[config.mk]
export PLATFORM = sky130hd
export DESIGN_NAME = bd_input_arbiter
export DESIGN_NICKNAME = d
export VERILOG_FILES = /design/src/rtl/bd_input_arbiter.sv
export SDC_FILE = /design/constraint.sdc
export NUM_CORES = 1
export LEC_CHECK = 0
export CORE_ASPECT_RATIO = 2
export CORE_UTILIZATION = 40
export CTS_CLUSTER_DIAMETER = 50
export DETAILED_ROUTE_END_ITERATION = 6
export GPL_TIMING_DRIVEN = 0
export PLACE_DENSITY_LB_ADDON = 0.3
export SLEW_MARGIN = 20
export SYNTH_ARGS = -nofsm -noshare
export SYNTH_HDL_FRONTEND = slang
export SYNTH_SLANG_ARGS = --single-unit
export TNS_END_PERCENT = 5
[constraint.sdc]
create_clock -name clk -period 4.6 [get_ports clk]
set_input_delay 0.92 -clock clk [delete_from_list [all_inputs] [get_ports clk]]
set_output_delay 0.92 -clock clk [all_outputs]
set_load 0.05 [all_outputs]
[src/rtl/bd_input_arbiter.sv]
// bd_input_arbiter
//   Round-robin arbiter that funnels Nin requester streams into one registered
//   output toward the BD. A grant lasts up to eff_burst words (burst_len latched
//   at grant time, 0 treated as 1). The grant also ends early when the granted
//   requester drops valid or its enable. Every grant is preceded by a
//   one-cycle arbitration bubble in IDLE.
//
// Ports
//   clk        clock, rising edge
//   reset      asynchronous, active-low reset
//   in_d       per-requester data word       [Nin][NBDdata]
//   in_v       per-requester valid
//   in_a       per-requester accept (only the granted, enabled requester)
//   enable     per-requester enable mask
//   burst_len  max words per grant (0 -> 1)
//   out_d      registered output word
//   out_v      output valid
//   out_a      downstream accept
//   grant_idx  current / last granted requester
//   busy       high while a grant is active
module bd_input_arbiter #(
  parameter int NBDdata = 21,
  parameter int Nin     = 4,
  parameter int Nburst  = 8
) (
  input  logic                            clk,
  input  logic                            reset,
  input  logic [Nin-1:0][NBDdata-1:0]     in_d,
  input  logic [Nin-1:0]                  in_v,
  output logic [Nin-1:0]                  in_a,
  input  logic [Nin-1:0]                  enable,
  input  logic [Nburst-1:0]               burst_len,
  output logic [NBDdata-1:0]              out_d,
  output logic                            out_v,
  input  logic                            out_a,
  output logic [$clog2(Nin)-1:0]          grant_idx,
  output logic                            busy
);

  localparam int              IW       = $clog2(Nin);
  localparam logic [IW:0]     NIN_W    = (IW+1)'(Nin);
  localparam logic [IW-1:0]   LAST_IDX = IW'(Nin - 1);

  typedef enum logic {S_IDLE, S_GRANTED} state_t;

  state_t               state_q, state_d;
  logic [IW-1:0]        ptr_q, ptr_d;
  logic [IW-1:0]        gidx_q, gidx_d;
  logic [Nburst-1:0]    cnt_q, cnt_d;
  logic [Nburst-1:0]    eff_q, eff_d;
  logic [NBDdata-1:0]   od_q, od_d;
  logic                 ov_q, ov_d;

  logic [Nin-1:0]       req;
  logic [IW:0]          idx;
  logic [IW-1:0]        sel;
  logic                 found;
  logic                 g_v, g_en, g_acc, xfer, last;
  logic [Nburst:0]      cnt_inc;

  // First requesting index at or after ptr, wrapping at Nin. idx is one bit
  // wider than an index so ptr+k (max 2*Nin-2) never overflows before the
  // modulo fold, which keeps non-power-of-two Nin correct.
  always_comb begin
    req   = in_v & enable;
    idx   = '0;
    sel   = ptr_q;
    found = 1'b0;
    for (int k = 0; k < Nin; k++) begin
      idx = {1'b0, ptr_q} + (IW+1)'(k);
      if (idx >= NIN_W) idx = idx - NIN_W;
      if (!found && req[idx[IW-1:0]]) begin
        found = 1'b1;
        sel   = idx[IW-1:0];
      end
    end
  end

  // Accept toward the granted requester depends only on its enable and on
  // output-register space, so a drain and a load can share one cycle.
  always_comb begin
    g_v     = in_v[gidx_q];
    g_en    = enable[gidx_q];
    g_acc   = (state_q == S_GRANTED) && g_en && (!ov_q || out_a);
    xfer    = g_acc && g_v;
    cnt_inc = {1'b0, cnt_q} + (Nburst+1)'(1);
    last    = xfer && (cnt_inc == {1'b0, eff_q});
    in_a    = '0;
    if (state_q == S_GRANTED) in_a[gidx_q] = g_acc;
  end

  always_comb begin
    state_d = state_q;
    ptr_d   = ptr_q;
    gidx_d  = gidx_q;
    cnt_d   = cnt_q;
    eff_d   = eff_q;
    od_d    = od_q;
    ov_d    = ov_q && !out_a;
    case (state_q)
      S_IDLE: begin
        if (found) begin
          gidx_d  = sel;
          cnt_d   = '0;
          eff_d   = (burst_len == '0) ? Nburst'(1) : burst_len;
          state_d = S_GRANTED;
        end
      end
      S_GRANTED: begin
        if (xfer) begin
          od_d  = in_d[gidx_q];
          ov_d  = 1'b1;
          cnt_d = cnt_inc[Nburst-1:0];
        end
        if (last || !g_v || !g_en) begin
          state_d = S_IDLE;
          ptr_d   = (gidx_q == LAST_IDX) ? '0 : gidx_q + IW'(1);
        end
      end
      default: state_d = S_IDLE;
    endcase
  end

  always_ff @(posedge clk or negedge reset) begin
    if (!reset) begin
      state_q <= S_IDLE;
      ptr_q   <= '0;
      gidx_q  <= '0;
      cnt_q   <= '0;
      eff_q   <= Nburst'(1);
      od_q    <= '0;
      ov_q    <= 1'b0;
    end else begin
      state_q <= state_d;
      ptr_q   <= ptr_d;
      gidx_q  <= gidx_d;
      cnt_q   <= cnt_d;
      eff_q   <= eff_d;
      od_q    <= od_d;
      ov_q    <= ov_d;
    end
  end

  assign out_d     = od_q;
  assign out_v     = ov_q;
  assign grant_idx = gidx_q;
  assign busy      = (state_q == S_GRANTED);

endmodule
==> summary by stage, run 1 <==
Clocking
After clock tree synthesis, the clock-pin slew on the worst setup and hold paths is 0.06 ns. The total CTS buffers is 5. The clock root buffer master is sky130_fd_sc_hd__clkbuf_16. The post-cts hold buffer count is 0. The quantity of gates resized following cts is 0. The H-tree generated during clock tree synthesis spans 2 levels. Clock latency on the worst-skew pair, taken at its later pin, is 0.29 ns. The buffers inserted during post-CTS setup optimization is 0. The clock tree from TritonCTS is built. The maximum clock insertion buffer count is 2.

CTS saw 43 sinks.

Layout
The area growth from synthesis to layout is 58.93%. 0 antenna diodes ended up in the layout. The final cell utilization of the core is 65.38%.

The net count reported at finish is 484. The share of post-route cells with drive strength above 1 is 13.26%.

Synth
The number of flops mapped to enable cells by yosys is 0. After synthesis the netlist holds a flip-flop and latch count of 43. By count the netlist is led by 42 x sky130_fd_sc_hd__dfrtp_1, 37 x sky130_fd_sc_hd__nand2_1, 23 x sky130_fd_sc_hd__mux4_2. The warning count from the yosys run is 0. The async set-reset flop share out of synthesis is 100.0%. Synthesis produced a netlist with a net count of 345. Sequential cells were found to cover 39.55% of the synthesized design area. Among all flip-flop cells after synthesis, the most frequent one is sky130_fd_sc_hd__dfrtp_1. After synthesis, the mean cell area works out to 11.49 µm². The fraction of post-synthesis cell area in the top cell type by area is 38.59%.

Among all cell types in the netlist, the one instantiated most often is sky130_fd_sc_hd__dfrtp_1. The cell type contributing the most total cell area after synthesis is sky130_fd_sc_hd__dfrtp_1. In this run, distinct cell masters in the synthesized netlist total 47. In the post-synthesis netlist, the biggest area contributors are sky130_fd_sc_hd__dfrtp_1 39%, sky130_fd_sc_hd__mux4_2 19%, sky130_fd_sc_hd__mux2_1 7.0%. In the synthesized netlist, the number of instances is 237. Summing every instance area after synthesis gives 0.002724 mm².

Floorplanning
The number of core rows is 42. The die height is 118.7 µm. The number of ports placed on the die boundary is 132. In this run the standard cell core region covers 0.006621 mm².

The die width is 60.35 µm. For this configuration, the core starts out at a cell density of 41.14%. The die covers 0.007164 mm².

Placed design
The total half-perimeter wirelength after legalization and detailed placement is 6.471 mm. In this run the tool buffered the top-level ports with 131 buffer cells. At the end of routability-driven placement, the weighted congestion stood at 0.8251.

Timing
The final clock skew is 0.004484 ns. The number of setup violations in the final report is 0. The count of endpoints failing hold in the final timing report was 0. The worst path uses 88.65% of the clock period.

The transition at the pin with the smallest max-transition slack is 1.038 ns. The final total negative setup slack is 0 ns. The shortest period the worst path allows is 4.078 ns. The number of pins exceeding their max-slew limit in the final report is 0. Setup repair after global routing left no endpoint under its margin. Measured against its own limit, the worst slew margin works out to 29.91%. Derived from the worst setup path, the maximum achievable clock frequency is 0.2452 GHz.

Worst hold path
The classification of the worst-slack hold path is flip-flop to flip-flop.

Detailed routing
The count of unresolved DRC violations after routing is 0. The routed design has 7.919 mm of wire. Dividing the detail-routed via count by the number of cells gives 5.505.

The average detailed-routed wire length per instance is 17.03 µm. The count of nets left with antenna violations once routing finished came out at 0. The detailed router's first-iteration violation count is 71. For this block, the via count after detailed routing is 2560. The number of detailed-route iterations in the first pass is 4.

Setup path
The critical path is of the input port to output port type. The capturing element type of the critical path is an output port. The highest net fanout along the worst path is 9.

For the worst setup path, the data required time is 3.68 ns. STA classifies the critical path startpoint as an input port. The arrival time of data at the critical path endpoint is 3.16 ns.

Run
The tool flagged a number of max-cap violations equal to 0.

Pwr
The static power due to leakage is 1.739 nW. Power comes to 0.002663 W. The worst IR drop on VDD is 485.9 µV.

Dividing total power by cell area gives a power density of 615.2 mW/mm².

Global route
The number of global-route vias before repair is 2737. The number of antenna violations at the first check in global routing was 0. The maximum number of pins on one net before global-route repair is 28. In the global route stage, overall resource usage came out at 24.07%. The first global-routing pass estimated 12.65 mm of wire. Summed over all layers, the global routing overflow is 0.

Run status
The flow ran to the end, and the final reports show no timing, DRC or antenna violations.
[kinds of logic after synthesis]
family                     count (synthesis)  share of synthesized area, %
AOI/OAI and AO/OA                         44                         10.98
xor gates and xnor gates                  10                         3.216
adders and majority gates                  5                         2.297
buffers and inverters                     17                         2.756
DFF                                       43                         39.55
muxes                                     44                         27.70
and+or+nand+nor                           74                         13.50
[layout make-up]
class	instances	area (µm²)
Buffer	13	60.06
Timing Repair Buffer	132	1326
Sequential cell	43	1077
Clock buffer	5	125.1
Clock inverter	3	43.79
Fill cell	574	2292
Tap cell	88	110.1
Multi-Input combinational cell	177	1572
Inverter	4	15.01
[metal layers]
layer	track usage [%]	routed length (µm)	vias up
met5	0	0	-
met4	11.34	313	0
met3	5.470	477	22
met2	43.75	4548	105
met1	24.05	2580	1261
li1	-	-	1172
[registers in the layout, summed over array words and instances, names as in the netlist]
name	cells
eff_q	8
cnt_q	8
busy	1
out_v	1
ptr_q	2
grant_idx	2
out_d	21
[final timing paths]
check	startpoint	end	slack (ns)	cells after the start
setup / recovery	enable[3]	in_a[1]	0.52	6
hold / removal	out_d[17]	out_d[17]	0.49	1
setup reg to reg	grant_idx[0]	ptr_q[1]	2.17	6
hold reg to reg	out_d[17]	out_d[17]	0.49	1
max in group asynchronous	reset	eff_q[0]	3.48	2
min in group asynchronous	reset	eff_q[5]	0.57	1
[cell usage in the layout, fill, tap and decap left out, drive strengths merged, types with 3 or more instances in the layout]
master	instances
nand3	7
nor2	7
clkdlybuf4s50	130
xnor2	8
nor3	4
buf	10
and3	4
nand2	38
mux4	23
ha	5
clkbuf	10
and2	6
mux2	21
o31ai	4
inv	4
a21oi	5
o21ai	19
dfrtp	42
o211ai	3
[power breakdown]
group | switching, W | leakage [nW] | total [W] | internal [W]
combinational | 0.000903 | 1.12 | 0.00158 | 0.000674
sequential | 0.000128 | 0.530 | 0.000675 | 0.000546
clock | 0.000155 | 0.0838 | 0.000412 | 0.000256
[through the flow]
stage	instances	cell area (µm²)	hold slack [ns]	worst slack, ns
floorplan	237	2724	0.4641	1.579
global placement	456	4145	0.4738	0.5413
detailed placement	457	4160	0.4848	0.5312
CTS	465	4329	0.4952	0.5177
global route	465	4329	0.5153	0.4719
finish	465	4329	0.4899	0.5221
[critical path: stages]
cell and delay (ns):
sky130_fd_sc_hd__clkdlybuf4s50_1 0.46, sky130_fd_sc_hd__mux4_2 0.53, sky130_fd_sc_hd__and3_1 0.18, sky130_fd_sc_hd__buf_2 0.17
sky130_fd_sc_hd__and2_1 0.19, sky130_fd_sc_hd__clkdlybuf4s50_1 0.70
No activity file was read; power rests on OpenSTA's default activity.
==> inputs of run 2 (changes only) <==
--- a/config.mk
+++ b/config.mk
@@ -5,6 +5,7 @@
 export SDC_FILE = /design/constraint.sdc
 export NUM_CORES = 1
 export LEC_CHECK = 0
+export ABC_AREA = 1
 export CORE_ASPECT_RATIO = 2
 export CORE_UTILIZATION = 40
 export CTS_CLUSTER_DIAMETER = 50
==> summary by stage, run 2 <==
Detailed routing
For this run, the detailed router's first-pass iteration total came to 4. After detailed routing, the average wire length per cell comes to 14.59 µm. The detailed router's first-iteration violation count is 185.

The total number of vias is 3585. After detailed routing, the total wire length is 10.11 mm. The count of unresolved DRC violations after routing is 0. Dividing the detail-routed via count by the number of cells gives 5.173.

The count of nets left with antenna violations after detail routing is 0.

Clocking
The clock root buffer master is sky130_fd_sc_hd__clkbuf_16. Clock latency on the worst-skew pair, taken at its later pin, is 0.29 ns. The level count of the clock H-tree is 2. Once the clock tree was built, the resizer swapped 0 gates to a different size.

The total CTS buffers is 5. TritonCTS built the clock tree. The buffers inserted during post-CTS setup optimization is 0. The CTS clock-pin slew for the worst setup and hold paths is 0.06 ns.

The post-cts hold buffer count is 0. The maximum clock insertion buffer count is 2. For this design, the sink count on the clock tree is 43.

Worst hold path
In this run the worst hold path is classified as flip-flop to flip-flop. The worst hold path begins at eff_q[0].

Pwr
The total power density per cell area is 677.2 mW/mm². The net load switching power is 0.001621 W. The static power due to leakage is 2.053 nW. The proportion of power drawn by flip-flops and latches is 21.4%. The internal power of the cells totals 0.001511 W. The portion of total power attributed to the clock network is 12.0%. The total power is 0.003132 W. The worst IR drop on VDD is 426.4 µV. Combinational cells account for 66.5% of the total power. The share of total power consumed by net switching is 51.76%.

Synth
In the synthesized netlist the dominant register cell turns out to be sky130_fd_sc_hd__dfrtp_1. The mean area per synthesized cell is 6.565 µm². The synthesized netlist contains 28 unique library cells. In the synthesized netlist the async set-or-reset flop fraction comes to 100.0%. The fraction of post-synthesis cell area in the top cell type by area is 34.73%. The leading cell type by number of instances after synthesis is sky130_fd_sc_hd__nor2_1. Yosys mapped a number of flops with a built-in enable equal to 0. Counting every instance in the synthesized netlist gives 461. The number of nets produced by synthesis is 569. Yosys attributes the largest share of cell area to sky130_fd_sc_hd__dfrtp_1 35%, sky130_fd_sc_hd__nor2_1 15%, sky130_fd_sc_hd__nand2_1 12%. The cell area after synthesis is 0.003027 mm².

Sequential elements use 35.59% of the synthesized area. The Yosys step of the flow raised 0 warnings. Of all cell types, the one taking the most synthesized area is sky130_fd_sc_hd__dfrtp_1. The synthesized design contains 43 register bits. The commonest cells after synthesis are 121 x sky130_fd_sc_hd__nor2_1, 93 x sky130_fd_sc_hd__nand2_1, 56 x sky130_fd_sc_hd__o21ai_0.

Timing
The final total negative setup slack is 0 ns. The count of endpoints failing hold in the final timing report was 0. The tightest slew margin relative to the limit is 60.62%. The maximum frequency from static timing analysis is 0.2636 GHz. Setup violations remaining at the end of the flow were counted as 0. Clock skew on the completed layout was measured at 0.002469 ns. The shortest period the worst path allows is 3.794 ns. The transition at the pin with the smallest max-transition slack is 0.5906 ns. In the finished design, the share of the clock period the worst path needs comes to 82.47%. The number of pins exceeding their max-slew limit in the final report was 0. Setup repair after global routing left no endpoint under its margin.

Setup path
The highest net fanout along the worst path is 5. The capturing element type of the critical path is an output port. The data required time at the worst endpoint is 3.68 ns. For the worst setup path, the data arrival time is 2.87 ns. The most critical setup path has its startpoint at out_a. The kind of critical path is input port to output port. The slowest stage of the critical path is the sky130_fd_sc_hd__clkdlybuf4s50_1 cell. The dominant cell type by count on the critical path is sky130_fd_sc_hd__nor2_1.

In this design, the stage delay of the slowest critical-path cell is 0.85 ns. STA classifies the critical path startpoint as an input port. The reg-to-reg startpoint is cnt_q[0].

On the critical path the largest part of the delay comes from buffers and inverters. Together, buffers and inverters on the worst path number 2. Traced cell by cell, the critical path runs through clkdlybuf4s50_1 -> nor2_1 -> nor2_1 -> nand3_4 -> nor2_1 -> clkdlybuf4s50_1.

Run status
The run finished with clean final reports.

Placed design
During placement, the flow inserted port buffers numbering 131. The total half-perimeter wirelength after legalization and detailed placement is 8.176 mm. The final weighted congestion in routability-driven placement is 0.8766.

Global route
The global-route wire length before repair is 16.78 mm. The number of antenna violations at the first check in global routing came to 0. The all-layer global routing usage is 27.32%. The number of global-route vias before repair is 3745. Entering global routing, the biggest net connects 26 pins. The total overflow left after global routing is 0.

Floorplanning
The die width is 63.51 µm. The floorplan has 44 rows. The region available for standard cell placement spans 0.007267 mm². The die height is 125.0 µm.

The number of ports placed on the die boundary is 132. The initial utilization of the core area, before any placement, comes to 41.65%. The area of the die is 0.007940 mm².

Layout
Across the whole layout, storage elements account for 0.001077 mm². The register with the most flip-flops in the layout has 21 of them. The library cell used most frequently in the layout, excluding fill and tap cells, is sky130_fd_sc_hd__clkdlybuf4s50_1. Counting the fill cells in the layout gives 689. Summing all multi-input logic gate instances after layout gives 0.001665 mm². The share of post-route cells with drive strength above 1 is 5.824%.

The area growth from synthesis to layout is 52.79%. The library cells used most frequently in the layout, excluding fill and tap cells, are 130 x sky130_fd_sc_hd__clkdlybuf4s50_1, 121 x sky130_fd_sc_hd__nor2_1, 93 x sky130_fd_sc_hd__nand2_1, 56 x sky130_fd_sc_hd__o21ai_0, 42 x sky130_fd_sc_hd__dfrtp_1. The number of diodes is 0. After the last flow step, the layout net total stands at 708.

Run
The reported max-cap violation count is 0.
## run 2: cell count changes in the layout (fill, tap and decap cells not counted), sizes merged, moves of 6 or more
| cell | before | now |
|---|---|---|
| a31oi | 1 | 21 |
| nor2 | 7 | 122 |
| clkbuf | 10 | 18 |
| mux2 | 21 | 0 |
| inv | 4 | 38 |
| and2 | 6 | 0 |
| buf | 10 | 16 |
| mux4 | 23 | 0 |
| o21ai | 19 | 63 |
| xnor2 | 8 | 2 |
| nand2 | 38 | 97 |
| nand3 | 7 | 35 |
## run 2: kinds of logic (layout without fill, tap and decap cells)
logic type / count (synthesis) / in the layout / share of synthesized area (%)
buffers and inverters: 62 / 202 / 9.384
xor gates and xnor gates: 4 / 4 / 1.158
AOI/OAI and AO/OA: 87 / 87 / 15.83
and+or+nand+nor: 260 / 260 / 35.97
adders and majority gates: 5 / 5 / 2.067
DFF: 43 / 43 / 35.59
## run 2: layout make-up
| type | instances | share of cell area [%] |
|---|---|---|
| inverter | 38 | 3.084 |
| timing repair buffer | 132 | 28.68 |
| buffer | 24 | 3.057 |
| multi-input combinational | 356 | 36.01 |
| tap | 92 | 2.489 |
| sequential | 43 | 23.30 |
| clock buffer | 8 | 3.382 |
## run 2: final timing paths
check,endpoint,slack [ns],cells past startpoint
worst min register to register,eff_q[0],0.49,2
min in group asynchronous,eff_q[1],0.59,1
worst min-delay path,eff_q[0],0.49,2
max in group asynchronous,out_d[11],3.51,2
worst max register to register,ptr_q[1],2.68,12
worst max-delay path,in_a[2],0.81,6
## run 2: routing by layer
metal	vias to the layer above	GRT usage (%)	wire, µm
met1	1641	23.96	3365
met5	-	0	0
met3	32	6.569	563
met2	148	51.94	5703
met4	0	18.45	480
li1	1764	-	-
## run 2: power by group through the flow
| stage | clock network, W | logic [W] | registers (W) |
|---|---|---|---|
| 2_1_floorplan | 0 | 0.00107 | 0.00102 |
| 3_3_place_gp | 0 | 0.00204 | 0.000665 |
| 3_5_place_dp | 0 | 0.00208 | 0.000674 |
| 4_1_cts | 0.000384 | 0.00209 | 0.000670 |
| 5_1_grt | 0.000398 | 0.00228 | 0.000693 |
| 6_report | 0.000376 | 0.00208 | 0.000672 |
## run 2: worst min-delay path, cell delays in order (launching register included)
cell	delay, ns
sky130_fd_sc_hd__dfstp_2	0.37
sky130_fd_sc_hd__nand2_1	0.06
sky130_fd_sc_hd__o21ai_1	0.06
## run 2: through the flow
stage | setup slack, ns | cell area [µm²] | hold slack (ns) | util [%] | cells
3_3_place_gp | 0.7882 | 4453 | 0.4692 | 61.28 | 684
3_5_place_dp | 0.8180 | 4468 | 0.4813 | 61.48 | 685
6_report | 0.8063 | 4624 | 0.4902 | 63.64 | 693
5_1_grt | 0.7427 | 4624 | 0.5092 | 63.64 | 693
2_1_floorplan | 1.600 | 3027 | 0.4573 | - | 461
4_1_cts | 0.7926 | 4624 | 0.4900 | 63.64 | 693
==> inputs of run 3 (changes only) <==
==> constraint.sdc (replaced) <==
create_clock -name clk -period 3.9 [get_ports clk]
set_input_delay 0.78 -clock clk [delete_from_list [all_inputs] [get_ports clk]]
set_output_delay 0.78 -clock clk [all_outputs]
set_load 0.05 [all_outputs]
==> results of run 3 <==
The final DEF is identical to that of run 2. Status: finished clean.
Among the figures that moved: setup slack after placement 0.8180 ns -> 0.3980 ns; setup slack after layout 0.8063 ns -> 0.3177 ns; hold slack 0.4902 ns -> 0.4472 ns; start point of the critical path out_a -> grant_idx[0]; register-to-register setup slack 2.68 ns -> 1.98 ns; total power 0.003132 W -> 0.003694 W; worst IR drop on VDD 426.4 µV -> 502.9 µV
